<file path="src/rtl/controlador_alu.sv">
// controlador_alu
//    Sequencer in front of the ALU result multiplexor (11 operations, 4-bit
//    select code). Takes one request at a time over inicio/listo, registers
//    the operands for the functional units, runs an iterative restoring
//    unsigned divider for div/mod, drives seleccion for one cycle, captures
//    salidaMux and holds it in resultado until aceptado.
//
// Optional feature macro: BANDERAS_EN
//    defined   : cero/negativo are registered with resultado.
//    undefined : cero/negativo are tied low.
//
// Ports
//    clk, rst_n             clock (rising edge), asynchronous active-low reset
//    inicio / listo         request valid / ready; transfer on inicio & listo
//    operacion              op code (0000..1010 valid, 1011..1111 flagged)
//    operandoA, operandoB   request operands (dividend, divisor)
//    datoA, datoB           registered operands to the functional units
//    cociente, residuo      divider results to the mux div/mod inputs
//    seleccion              mux select code (1111 when not executing)
//    salidaMux              mux output
//    resultado / valido     captured result, held until aceptado
//    aceptado               consumer takes resultado
//    error_div, error_op    division by zero / illegal op code on last request
//    cero, negativo         result flags
module controlador_alu #(
   parameter int ancho = 32
) (
   input  logic             clk,
   input  logic             rst_n,
   input  logic             inicio,
   output logic             listo,
   input  logic [3:0]       operacion,
   input  logic [ancho-1:0] operandoA,
   input  logic [ancho-1:0] operandoB,
   output logic [ancho-1:0] datoA,
   output logic [ancho-1:0] datoB,
   output logic [ancho-1:0] cociente,
   output logic [ancho-1:0] residuo,
   output logic [3:0]       seleccion,
   input  logic [ancho-1:0] salidaMux,
   output logic [ancho-1:0] resultado,
   output logic             valido,
   input  logic             aceptado,
   output logic             error_div,
   output logic             error_op,
   output logic             cero,
   output logic             negativo
);

   localparam int anchoCnt = (ancho > 1) ? $clog2(ancho) : 1;

   typedef enum logic [1:0] {
      REPOSO,
      DIVIDE,
      EJECUTA,
      ENTREGA
   } estado_t;

   estado_t estadoReg, estadoNext;

   logic [3:0]          opReg;
   logic [anchoCnt-1:0] contadorReg;
   // Working registers of the divider: partial remainder and a shift
   // register that starts as the dividend and fills up with quotient bits.
   logic [ancho-1:0]    restoReg;
   logic [ancho-1:0]    cocienteParcialReg;

   logic esDivision;
   logic divisorCero;

   assign esDivision  = (operacion == 4'b0011) || (operacion == 4'b0100);
   assign divisorCero = (operandoB == '0);

   // ---------------------------------------------------------------
   // One restoring-division step. The shifted remainder needs one extra
   // bit; when the trial subtraction goes negative the remainder is kept,
   // and in that case it is known to fit in ancho bits (it is < divisor).
   // ---------------------------------------------------------------
   logic [ancho:0]   restoDesplazado;
   logic [ancho:0]   restoResta;
   logic [ancho-1:0] restoNext;
   logic [ancho-1:0] cocienteNext;
   logic             bitCociente;

   always_comb begin
      restoDesplazado = {restoReg, cocienteParcialReg[ancho-1]};
      restoResta      = restoDesplazado - {1'b0, datoB};
      bitCociente     = ~restoResta[ancho];
      restoNext       = bitCociente ? restoResta[ancho-1:0] : restoDesplazado[ancho-1:0];
      cocienteNext    = {cocienteParcialReg[ancho-2:0], bitCociente};
   end

   // ---------------------------------------------------------------
   // FSM: state register
   // ---------------------------------------------------------------
   always_ff @(posedge clk or negedge rst_n) begin
      if (!rst_n) begin
         estadoReg <= REPOSO;
      end else begin
         estadoReg <= estadoNext;
      end
   end

   // ---------------------------------------------------------------
   // FSM: next state and handshake/select outputs
   // ---------------------------------------------------------------
   always_comb begin
      estadoNext = estadoReg;
      listo      = 1'b0;
      seleccion  = 4'b1111;
      case (estadoReg)
         REPOSO: begin
            listo = 1'b1;
            if (inicio) begin
               // Division by zero bypasses the iterative divider entirely.
               if (esDivision && !divisorCero) begin
                  estadoNext = DIVIDE;
               end else begin
                  estadoNext = EJECUTA;
               end
            end
         end
         DIVIDE: begin
            if (contadorReg == '0) begin
               estadoNext = EJECUTA;
            end
         end
         EJECUTA: begin
            seleccion  = opReg;
            estadoNext = ENTREGA;
         end
         ENTREGA: begin
            if (aceptado) begin
               estadoNext = REPOSO;
            end
         end
         default: begin
            estadoNext = REPOSO;
         end
      endcase
   end

   // ---------------------------------------------------------------
   // Datapath registers
   // ---------------------------------------------------------------
   always_ff @(posedge clk or negedge rst_n) begin
      if (!rst_n) begin
         datoA              <= '0;
         datoB              <= '0;
         opReg              <= 4'b0000;
         cociente           <= '0;
         residuo            <= '0;
         restoReg           <= '0;
         cocienteParcialReg <= '0;
         contadorReg        <= '0;
         resultado          <= '0;
         valido             <= 1'b0;
         error_div          <= 1'b0;
         error_op           <= 1'b0;
      end else begin
         case (estadoReg)
            REPOSO: begin
               if (inicio) begin
                  datoA              <= operandoA;
                  datoB              <= operandoB;
                  opReg              <= operacion;
                  error_div          <= esDivision && divisorCero;
                  error_op           <= 1'b0;
                  restoReg           <= '0;
                  cocienteParcialReg <= operandoA;
                  contadorReg        <= anchoCnt'(ancho - 1);
                  if (esDivision && divisorCero) begin
                     cociente <= '1;
                     residuo  <= operandoA;
                  end
               end
            end
            DIVIDE: begin
               restoReg           <= restoNext;
               cocienteParcialReg <= cocienteNext;
               contadorReg        <= contadorReg - 1'b1;
               // The mux inputs only change once the quotient is complete.
               if (contadorReg == '0) begin
                  cociente <= cocienteNext;
                  residuo  <= restoNext;
               end
            end
            EJECUTA: begin
               resultado <= salidaMux;
               valido    <= 1'b1;
               error_op  <= (opReg >= 4'b1011);
            end
            ENTREGA: begin
               if (aceptado) begin
                  valido <= 1'b0;
               end
            end
            default: begin
               valido <= 1'b0;
            end
         endcase
      end
   end

   // ---------------------------------------------------------------
   // Result flags
   // ---------------------------------------------------------------
`ifdef BANDERAS_EN
   always_ff @(posedge clk or negedge rst_n) begin
      if (!rst_n) begin
         cero     <= 1'b0;
         negativo <= 1'b0;
      end else if (estadoReg == EJECUTA) begin
         cero     <= (salidaMux == '0);
         negativo <= salidaMux[ancho-1];
      end
   end
`else
   assign cero     = 1'b0;
   assign negativo = 1'b0;
`endif

endmodule
</file>
<file path="config.mk">
export PLATFORM = sky130hd
export DESIGN_NAME = controlador_alu
export DESIGN_NICKNAME = d
export VERILOG_FILES = /design/src/rtl/controlador_alu.sv
export SDC_FILE = /design/constraint.sdc
export NUM_CORES = 1
export LEC_CHECK = 0
export BUFFER_PORTS_ARGS = -buffer_cell sky130_fd_sc_hd__buf_4
export CORE_MARGIN = 2
export CORE_UTILIZATION = 35
export CTS_BUF_LIST = sky130_fd_sc_hd__clkbuf_2 sky130_fd_sc_hd__clkbuf_4 sky130_fd_sc_hd__clkbuf_8
export DETAILED_ROUTE_END_ITERATION = 12
export PLACE_DENSITY = 0.52
export SLEW_MARGIN = 20
export SYNTH_ARGS = -nofsm -noshare
export SYNTH_HDL_FRONTEND = slang
export SYNTH_SLANG_ARGS = --single-unit
</file>
<file path="constraint.sdc">
create_clock -name clk -period 6.41 [get_ports clk]
set_clock_uncertainty 0.15 [all_clocks]
set_input_delay 0.9615 -clock clk [delete_from_list [all_inputs] [get_ports clk]]
set_output_delay 0.9615 -clock clk [all_outputs]
set_load 0.01 [all_outputs]
</file>
==> qor.csv, run 1 <==
stage,metric,value,unit
power_and_ir_drop,PD cells,600,mW/mm^2
global_routing,number of global-route vias before repair,9903,
cells_and_area,Sequential Area,0.00596,sq mm
global_routing,first-pass GRT wire length,57900,um
timing,fmax,249,MHz
cts,clk_lat worst skew,0.55,ns
setup_path,FF-to-FF End,restoReg[23]$_DFFE_PN0P_,
timing,endpoints failing hold,0,
power_and_ir_drop,Max IR drop VDD,0.289,mV
cells_and_area,Fillers,3281,
global_routing,total track usage,20.7,%
setup_path,R2R Setup Slk,2.39,ns
setup_path,worst r2r path cells,12,
setup_path,WS Path Type,register to register,
power_and_ir_drop,Pwr Total,9180,uW
timing,max_slew headroom,29.0,%
yosys,"EDFF count, synth",0,
setup_path,Critical Path Sink Type,register,
detailed_routing,final WL,37000,um
detailed_routing,Via Count,9728,
yosys,sequential share of the synthesized area,50.0,%
timing,setup TNS,0,ns
floorplan,die height,189,um
floorplan,# rows,67,
cts,clk slew on worst S/H paths,0.06,ns
detailed_routing,drt first pass iters,6,
timing,RSZ-0062 raised after global routing,no,
timing,final setup margin,2.39,ns
detailed_routing,DRC Markers,0,
yosys,Synth Area per Inst,10.2,sq um
cts,CTS Buf Count,44,
placed_design,dpl ws,1.97,ns
setup_path,R2R Path Start,datoB[0]$_DFFE_PN0P_,
yosys,Ys Warns,0,
cts,Longest Clk Path Bufs,3,
yosys,main area contributors after synthesis,"dfrtp_1 50%, mux2_2 9.4%, a21oi_1 4.7%",
yosys,post-synthesis async set-or-reset flop share,100,%
placed_design,hpwl dp,26300,um
yosys,"Primary FF master, synth",dfrtp_1,
cells_and_area,Final #Nets,1576,
cts,post-CTS setup buffer count,0,
floorplan,total core area,0.0335,sq mm
flow_run,number of max-cap violations,0,
yosys,Post-Syn Instances,1174,
timing,final count of pins violating max slew,0,
timing,Worst-Margin Slew,1.06,ns
cts,H-tree levels,2,
yosys,top cell type's share of synthesized area,50.0,%
floorplan,full die area,0.0356,sq mm
setup_path,Crit path largest cell delay,0.55,ns
min_path,Worst Hold Path Cells,2,
min_path,Hold EP,cociente[14]$_DFFE_PN0P_,
floorplan,Die Wd,189,um
setup_path,"Max FO, Critical Path",10,
global_routing,initial antenna violation count,0,
timing,# setup viols final,0,
placed_design,Placed Area,0.0144,sq mm
cts,CTS Sinks,238,
power_and_ir_drop,leakage,0.00725,uW
cells_and_area,area of the multi-input gates,0.00557,sq mm
global_routing,global route overflow,0,
setup_path,most frequent cell on the critical path,a211oi_1,
timing,Final Critical Period,4.02,ns
floorplan,I/O pin count,274,
cts,clock root buffer master,clkbuf_8,
detailed_routing,Vias per Instance,5.09,
cells_and_area,n_diodes,0,
cells_and_area,share of layout cells above drive strength 1,32.6,%
cts,TritonCTS clock tree,done,
min_path,HP Class,register to register,
cts,hold buffers post-CTS,0,
yosys,Yosys reg bits,238,
setup_path,worst path required time,6.70,ns
yosys,synthesized cell area,0.0119,sq mm
cts,CTS resizes,0,
run_status,outcome,"complete, no violations",
setup_path,Critical Path Slowest Stage Cell,xnor2_2,
detailed_routing,antenna-violating nets left,0,
cells_and_area,Area Growth Syn to Fin,28.3,%
floorplan,initial core utilization,35.6,%
setup_path,startpoint class of the critical path,register,
global_routing,largest net degree at the start of global routing,129,
setup_path,crit path DAT,4.31,ns
detailed_routing,iteration-0 DRC count of the detailed router,508,
yosys,Netlist cell types,64,
placed_design,Final GP Congestion,0.841,
placed_design,Buffers on Ports,271,
cells_and_area,fin area,0.0153,sq mm
timing,Final period util,62.8,%
yosys,"area leader, netlist",dfrtp_1,
detailed_routing,DR WL/cell,19.4,um
min_path,hold_sp,cociente[14]$_DFFE_PN0P_,
setup_path,worst path cell trace,ha_1 -> fa_1 -> nand2b_1 -> a211oi_1 -> o21ai_1 -> o211ai_2 -> a211oi_4 -> xnor2_2 -> buf_4 -> mux2i_1 -> a211oi_1 -> a211o_1,
[area by class of cell]
cell class / instances / area share (%)
sequential: 238 / 38.9
multi-input combinational: 819 / 36.4
timing repair buffer: 281 / 13.9
clock inverter: 5 / 0.204
inverter: 49 / 1.20
tap: 448 / 3.66
clock buffer: 71 / 5.69
[critical path, delay by kind of cell (launching register included)]
kind / cells / cell delay, ns
AO/OA/AOI/OAI: 6 / 1.43
adder cells (fa/ha/maj): 2 / 0.63
XOR/XNOR: 1 / 0.55
flip-flops: 1 / 0.40
buffers and inverters: 1 / 0.29
multiplexers: 1 / 0.28
AND/OR/NAND/NOR: 1 / 0.18
[synthesized netlist by cell type, types with 4 or more instances]
cell      count
and3_1       25
dfrtp_1     238
clkbuf_1     56
o21a_1        7
a211oi_1      8
ha_1         38
nand2b_1     13
xor2_1       12
o21bai_1      8
o22ai_1       4
nor4_1        9
nor2_1       69
and4_1        4
and2_1        4
nand3_1      14
o21ai_0      95
o21ai_1       8
nor3_1        6
nor2b_1       6
nand2_1     131
o211ai_1      8
inv_1        49
a21oi_1     113
mux2i_1      45
xnor2_1      18
mux2_2      100
a21o_1       14
a31oi_1      13
buf_1         7
nand4_1       4
[worst max-delay path by stage]
stage,slack (ns),to,start,depth (start not counted)
finish,2.39,restoReg[23]$_DFFE_PN0P_,datoB[0]$_DFFE_PN0P_,12
global route,2.05,restoReg[23]$_DFFE_PN0P_,cocienteParcialReg[31]$_DFFE_PN0P_,13
CTS,2.40,restoReg[23]$_DFFE_PN0P_,datoB[0]$_DFFE_PN0P_,12
detailed placement,1.97,cociente[0]$_DFFE_PN0P_,operandoB[16],7
global placement,2.00,cociente[0]$_DFFE_PN0P_,operandoB[16],7
floorplan,3.20,restoReg[23]$_DFFE_PN0P_,datoB[0]$_DFFE_PN0P_,11
[cells in the final DEF, fill, tap and decap left out, drive strengths merged, types with 3 or more instances in the layout]
| cell type | instances |
|---|---|
| o21bai | 8 |
| nor2b | 6 |
| o21a | 7 |
| nor2 | 69 |
| a21oi | 115 |
| ha | 38 |
| o211ai | 9 |
| a31oi | 13 |
| mux2 | 101 |
| a211oi | 10 |
| clkbuf | 71 |
| nand2 | 131 |
| clkinv | 3 |
| inv | 50 |
| and4 | 4 |
| nand3 | 14 |
| o31ai | 3 |
| and2 | 4 |
| xnor2 | 19 |
| mux2i | 45 |
| and3 | 25 |
| a21o | 14 |
| o22ai | 4 |
| dfrtp | 238 |
| xor2 | 12 |
| buf | 281 |
| o21ai | 103 |
| nor3 | 6 |
| nand4 | 4 |
| nor4 | 9 |
| nand2b | 13 |
[layer usage]
layer | global-route usage, % | part of all wire [%] | vias to the layer above
met1 | 27.3 | 44 | 4714
met2 | 35.1 | 48 | 305
met3 | 4.56 | 6.3 | 44
met5 | 0 | 0 | -
li1 | - | - | 4665
met4 | 4.06 | 1.7 | 0
[sequential cells by signal, indices dropped and copies added (netlist names)]
signal / flops
error_div: 1
opReg: 4
residuo: 32
resultado: 32
datoA: 32
estadoReg: 2
restoReg: 32
valido: 1
datoB: 32
cociente: 32
contadorReg: 5
error_op: 1
cocienteParcialReg: 32
[power by group]
group | internal, uW | switching [uW]
clock | 855 | 651
sequential | 2230 | 513
combinational | 2190 | 2740
total | 5280 | 3900
[stage by stage]
stage | util [%] | cells | hold WS, ns
global route | 45.6 | 1911 | 0.335
detailed placement | 42.9 | 1835 | 0.307
floorplan | - | 1175 | 0.315
global placement | 42.9 | 1835 | 0.305
CTS | 45.6 | 1911 | 0.320
finish | 45.6 | 1911 | 0.315
[kinds of logic after synthesis]
group	Yosys count	share of synthesized area [%]
and+or+nand+nor	293	11.2
buffers and inverters	118	3.84
other	1	0.0315
AOI/OAI and AO/OA	308	15.2
xor gates and xnor gates	31	2.34
adders and majority gates	39	4.16
muxes	146	13.3
DFF	238	50.0
(Power assumes the default switching activity.)
==> inputs of run 2 (changes only) <==
PLACE_DENSITY = 0.54   (was 0.52)
clock period = 3.3 ns   (was 6.41 ns; I/O delays follow)
==> qor.csv, run 2 (synthesis gave the netlist of run 1 again) <==
stage,metric,value,unit,change
detailed_routing,antenna-violating nets left,0,,unchanged
cts,clk_lat worst skew,0.56,ns,was 0.55 ns
power_and_ir_drop,Clk pwr share,15.1,%,was 16.4%
detailed_routing,Vias per Instance,5.10,,was 5.09
power_and_ir_drop,Internal,11000,uW,was 5280 uW
detailed_routing,DR WL/cell,19.2,um,was 19.4 um
global_routing,initial antenna violation count,0,,unchanged
global_routing,largest net degree at the start of global routing,84,,was 129
detailed_routing,iteration-0 DRC count of the detailed router,541,,was 508
placed_design,Final GP Congestion,0.863,,was 0.841
global_routing,total track usage,21.1,%,was 20.7%
min_path,HP Class,primary input to register,,was register to register
floorplan,# rows,67,,unchanged
cells_and_area,share of layout cells above drive strength 1,36.7,%,was 32.6%
power_and_ir_drop,NetSw,7990,uW,was 3900 uW
timing,max_slew headroom,38.2,%,was 29.0%
timing,Worst-Margin Slew,0.924,ns,was 1.06 ns
cts,TritonCTS clock tree,done,,unchanged
timing,# setup viols final,0,,unchanged
setup_path,R2R Path Start,datoB[12]$_DFFE_PN0P_,,was datoB[0]$_DFFE_PN0P_
setup_path,startpoint class of the critical path,register,,unchanged
setup_path,crit path DAT,3.46,ns,was 4.31 ns
setup_path,worst setup path start,datoB[12]$_DFFE_PN0P_,,was datoB[0]$_DFFE_PN0P_
timing,setup TNS,0,ns,unchanged
timing,Final period util,96.1,%,was 62.8%
setup_path,Critical Path Sink Type,register,,unchanged
setup_path,worst path required time,3.59,ns,was 6.70 ns
global_routing,global route overflow,0,,unchanged
setup_path,WS Path Type,register to register,,unchanged
cts,Longest Clk Path Bufs,3,,unchanged
run_status,outcome,"complete, no violations",,unchanged
cts,CTS Buf Count,43,,was 44
placed_design,Buffers on Ports,271,,unchanged
floorplan,Die Wd,189,um,unchanged
detailed_routing,Via Count,10100,,"was 9,728"
timing,endpoints failing hold,0,,unchanged
power_and_ir_drop,Comb power frac,56.9,%,was 53.7%
detailed_routing,DRC Markers,0,,unchanged
cells_and_area,most frequent cells in the layout,"319 x buf_4, 236 x dfrtp_1, 129 x nand2_1, 107 x a21oi_1, 100 x mux2_2",,"was 279 x buf_4, 238 x dfrtp_1, 130 x nand2_1, 112 x a21oi_1, 100 x mux2_2"
power_and_ir_drop,Max IR drop VDD,0.448,mV,was 0.289 mV
cells_and_area,n_diodes,0,,unchanged
cts,clk slew on worst S/H paths,0.06,ns,about the same
cts,H-tree levels,2,,unchanged
floorplan,full die area,0.0356,sq mm,unchanged
power_and_ir_drop,Sequential Power Share,28.0,%,was 29.9%
cells_and_area,Final #Nets,1650,,"was 1,576"
floorplan,total core area,0.0335,sq mm,unchanged
cells_and_area,Area Growth Syn to Fin,36.1,%,was 28.3%
timing,fmax,315,MHz,was 249 MHz
floorplan,I/O pin count,274,,unchanged
min_path,hold_sp,operandoB[19],,was cociente[14]$_DFFE_PN0P_
power_and_ir_drop,PD cells,1170,mW/mm^2,was 600 mW/mm^2
cells_and_area,Final Core Density,48.4,%,was 45.6%
floorplan,initial core utilization,35.6,%,unchanged
global_routing,first-pass GRT wire length,58800,um,"was 57,900 um"
detailed_routing,drt first pass iters,5,,was 6
power_and_ir_drop,Net Sw Frac,42.1,%,was 42.5%
timing,final hold slack,0.0316,ns,was 0.315 ns
power_and_ir_drop,leakage,0.00762,uW,was 0.00725 uW
floorplan,die height,189,um,unchanged
cts,clock root buffer master,clkbuf_8,,unchanged
placed_design,hpwl dp,27400,um,"was 26,300 um"
flow_run,number of max-cap violations,0,,unchanged
detailed_routing,final WL,38100,um,"was 37,000 um"
global_routing,number of global-route vias before repair,10400,,"was 9,903"
cts,CTS Sinks,238,,unchanged
setup_path,"Max FO, Critical Path",8,,was 10
timing,final count of pins violating max slew,0,,unchanged
timing,Final Critical Period,3.17,ns,was 4.02 ns
cells_and_area,"most common cell after layout, fill and taps aside",buf_4,,unchanged
[run 2: cell types whose count changed in the layout (fill, tap and decap cells not counted), moves of 6 or more]
| cell | change |
|---|---|
| ha_2 | +6 |
| mux2i_1 | -9 |
| dlygate4sd3_1 | +28 |
| buf_4 | +40 |
| mux2i_2 | +6 |
| ha_1 | -11 |
[run 2: routing by layer]
metal | track usage [%] | wire, um | part of all wire, % | vias to the layer above
met2 | 34.9 | 17900 | 47 | 307
li1 | - | - | - | 4810
met5 | 0 | 0 | 0 | -
met1 | 26.8 | 16300 | 43 | 4922
met3 | 5.89 | 2750 | 7.2 | 78
met4 | 6.16 | 1140 | 3.0 | 0
[run 2: layout make-up]
type | instances | area [sq um]
multi-input combinational | 819 | 5820
clock buffer | 66 | 827
clock inverter | 8 | 46.3
tap | 448 | 561
inverter | 49 | 184
fill | 3220 | 17300
sequential | 238 | 5960
timing repair buffer | 356 | 2830
[run 2: final timing paths]
path	to	slack, ns	cells after the start
max	restoReg[23]$_DFFE_PN0P_	0.13	12
min	datoB[19]$_DFFE_PN0P_	0.03	2
max reg2reg	restoReg[23]$_DFFE_PN0P_	0.13	12
min reg2reg	cociente[23]$_DFFE_PN0P_	0.32	2
max in group asynchronous	cocienteParcialReg[2]$_DFFE_PN0P_	1.81	3
min in group asynchronous	datoA[12]$_DFFE_PN0P_	0.40	2
[run 2: timing repair]
item                                   CTS  global route
gates resized for setup                  5            50
endpoints found under the hold margin  104             1
setup endpoints to repair               14            55
hold buffers                            27             1
setup buffers                            0             8
pin swaps                                1            10
[run 2: power by group through the flow]
stage	Clock, uW	Combinational, uW	Sequential, uW
2_1_floorplan	0	5670	5560
3_3_place_gp	0	10000	5300
3_5_place_dp	0	10100	5340
4_1_cts	2950	10200	5310
5_1_grt	3090	11800	5500
6_report	2860	10800	5310
[run 2: critical path, cell delays in order, from the launching register on]
cell and delay, ns:
dfrtp_1 0.38, inv_1 0.08, ha_2 0.32, and4_1 0.26, nand2_2 0.16, a2bb2oi_4 0.20, o211ai_4 0.12, a211oi_4 0.40
xnor2_2 0.18, buf_6 0.20, mux2i_4 0.27, a211oi_1 0.10, a211o_1 0.24
[run 2: per-stage QoR]
step                power, uW  area [sq um]  setup slack, ns  cells
floorplan               11200         11900           0.0947   1175
global placement        15300         14700           0.0349   1874
detailed placement      15400         14700          -0.0573   1874
CTS                     18500         15900          0.00774   1975
global route            20400         16200          -0.0280   1984
finish                  19000         16200            0.130   1984
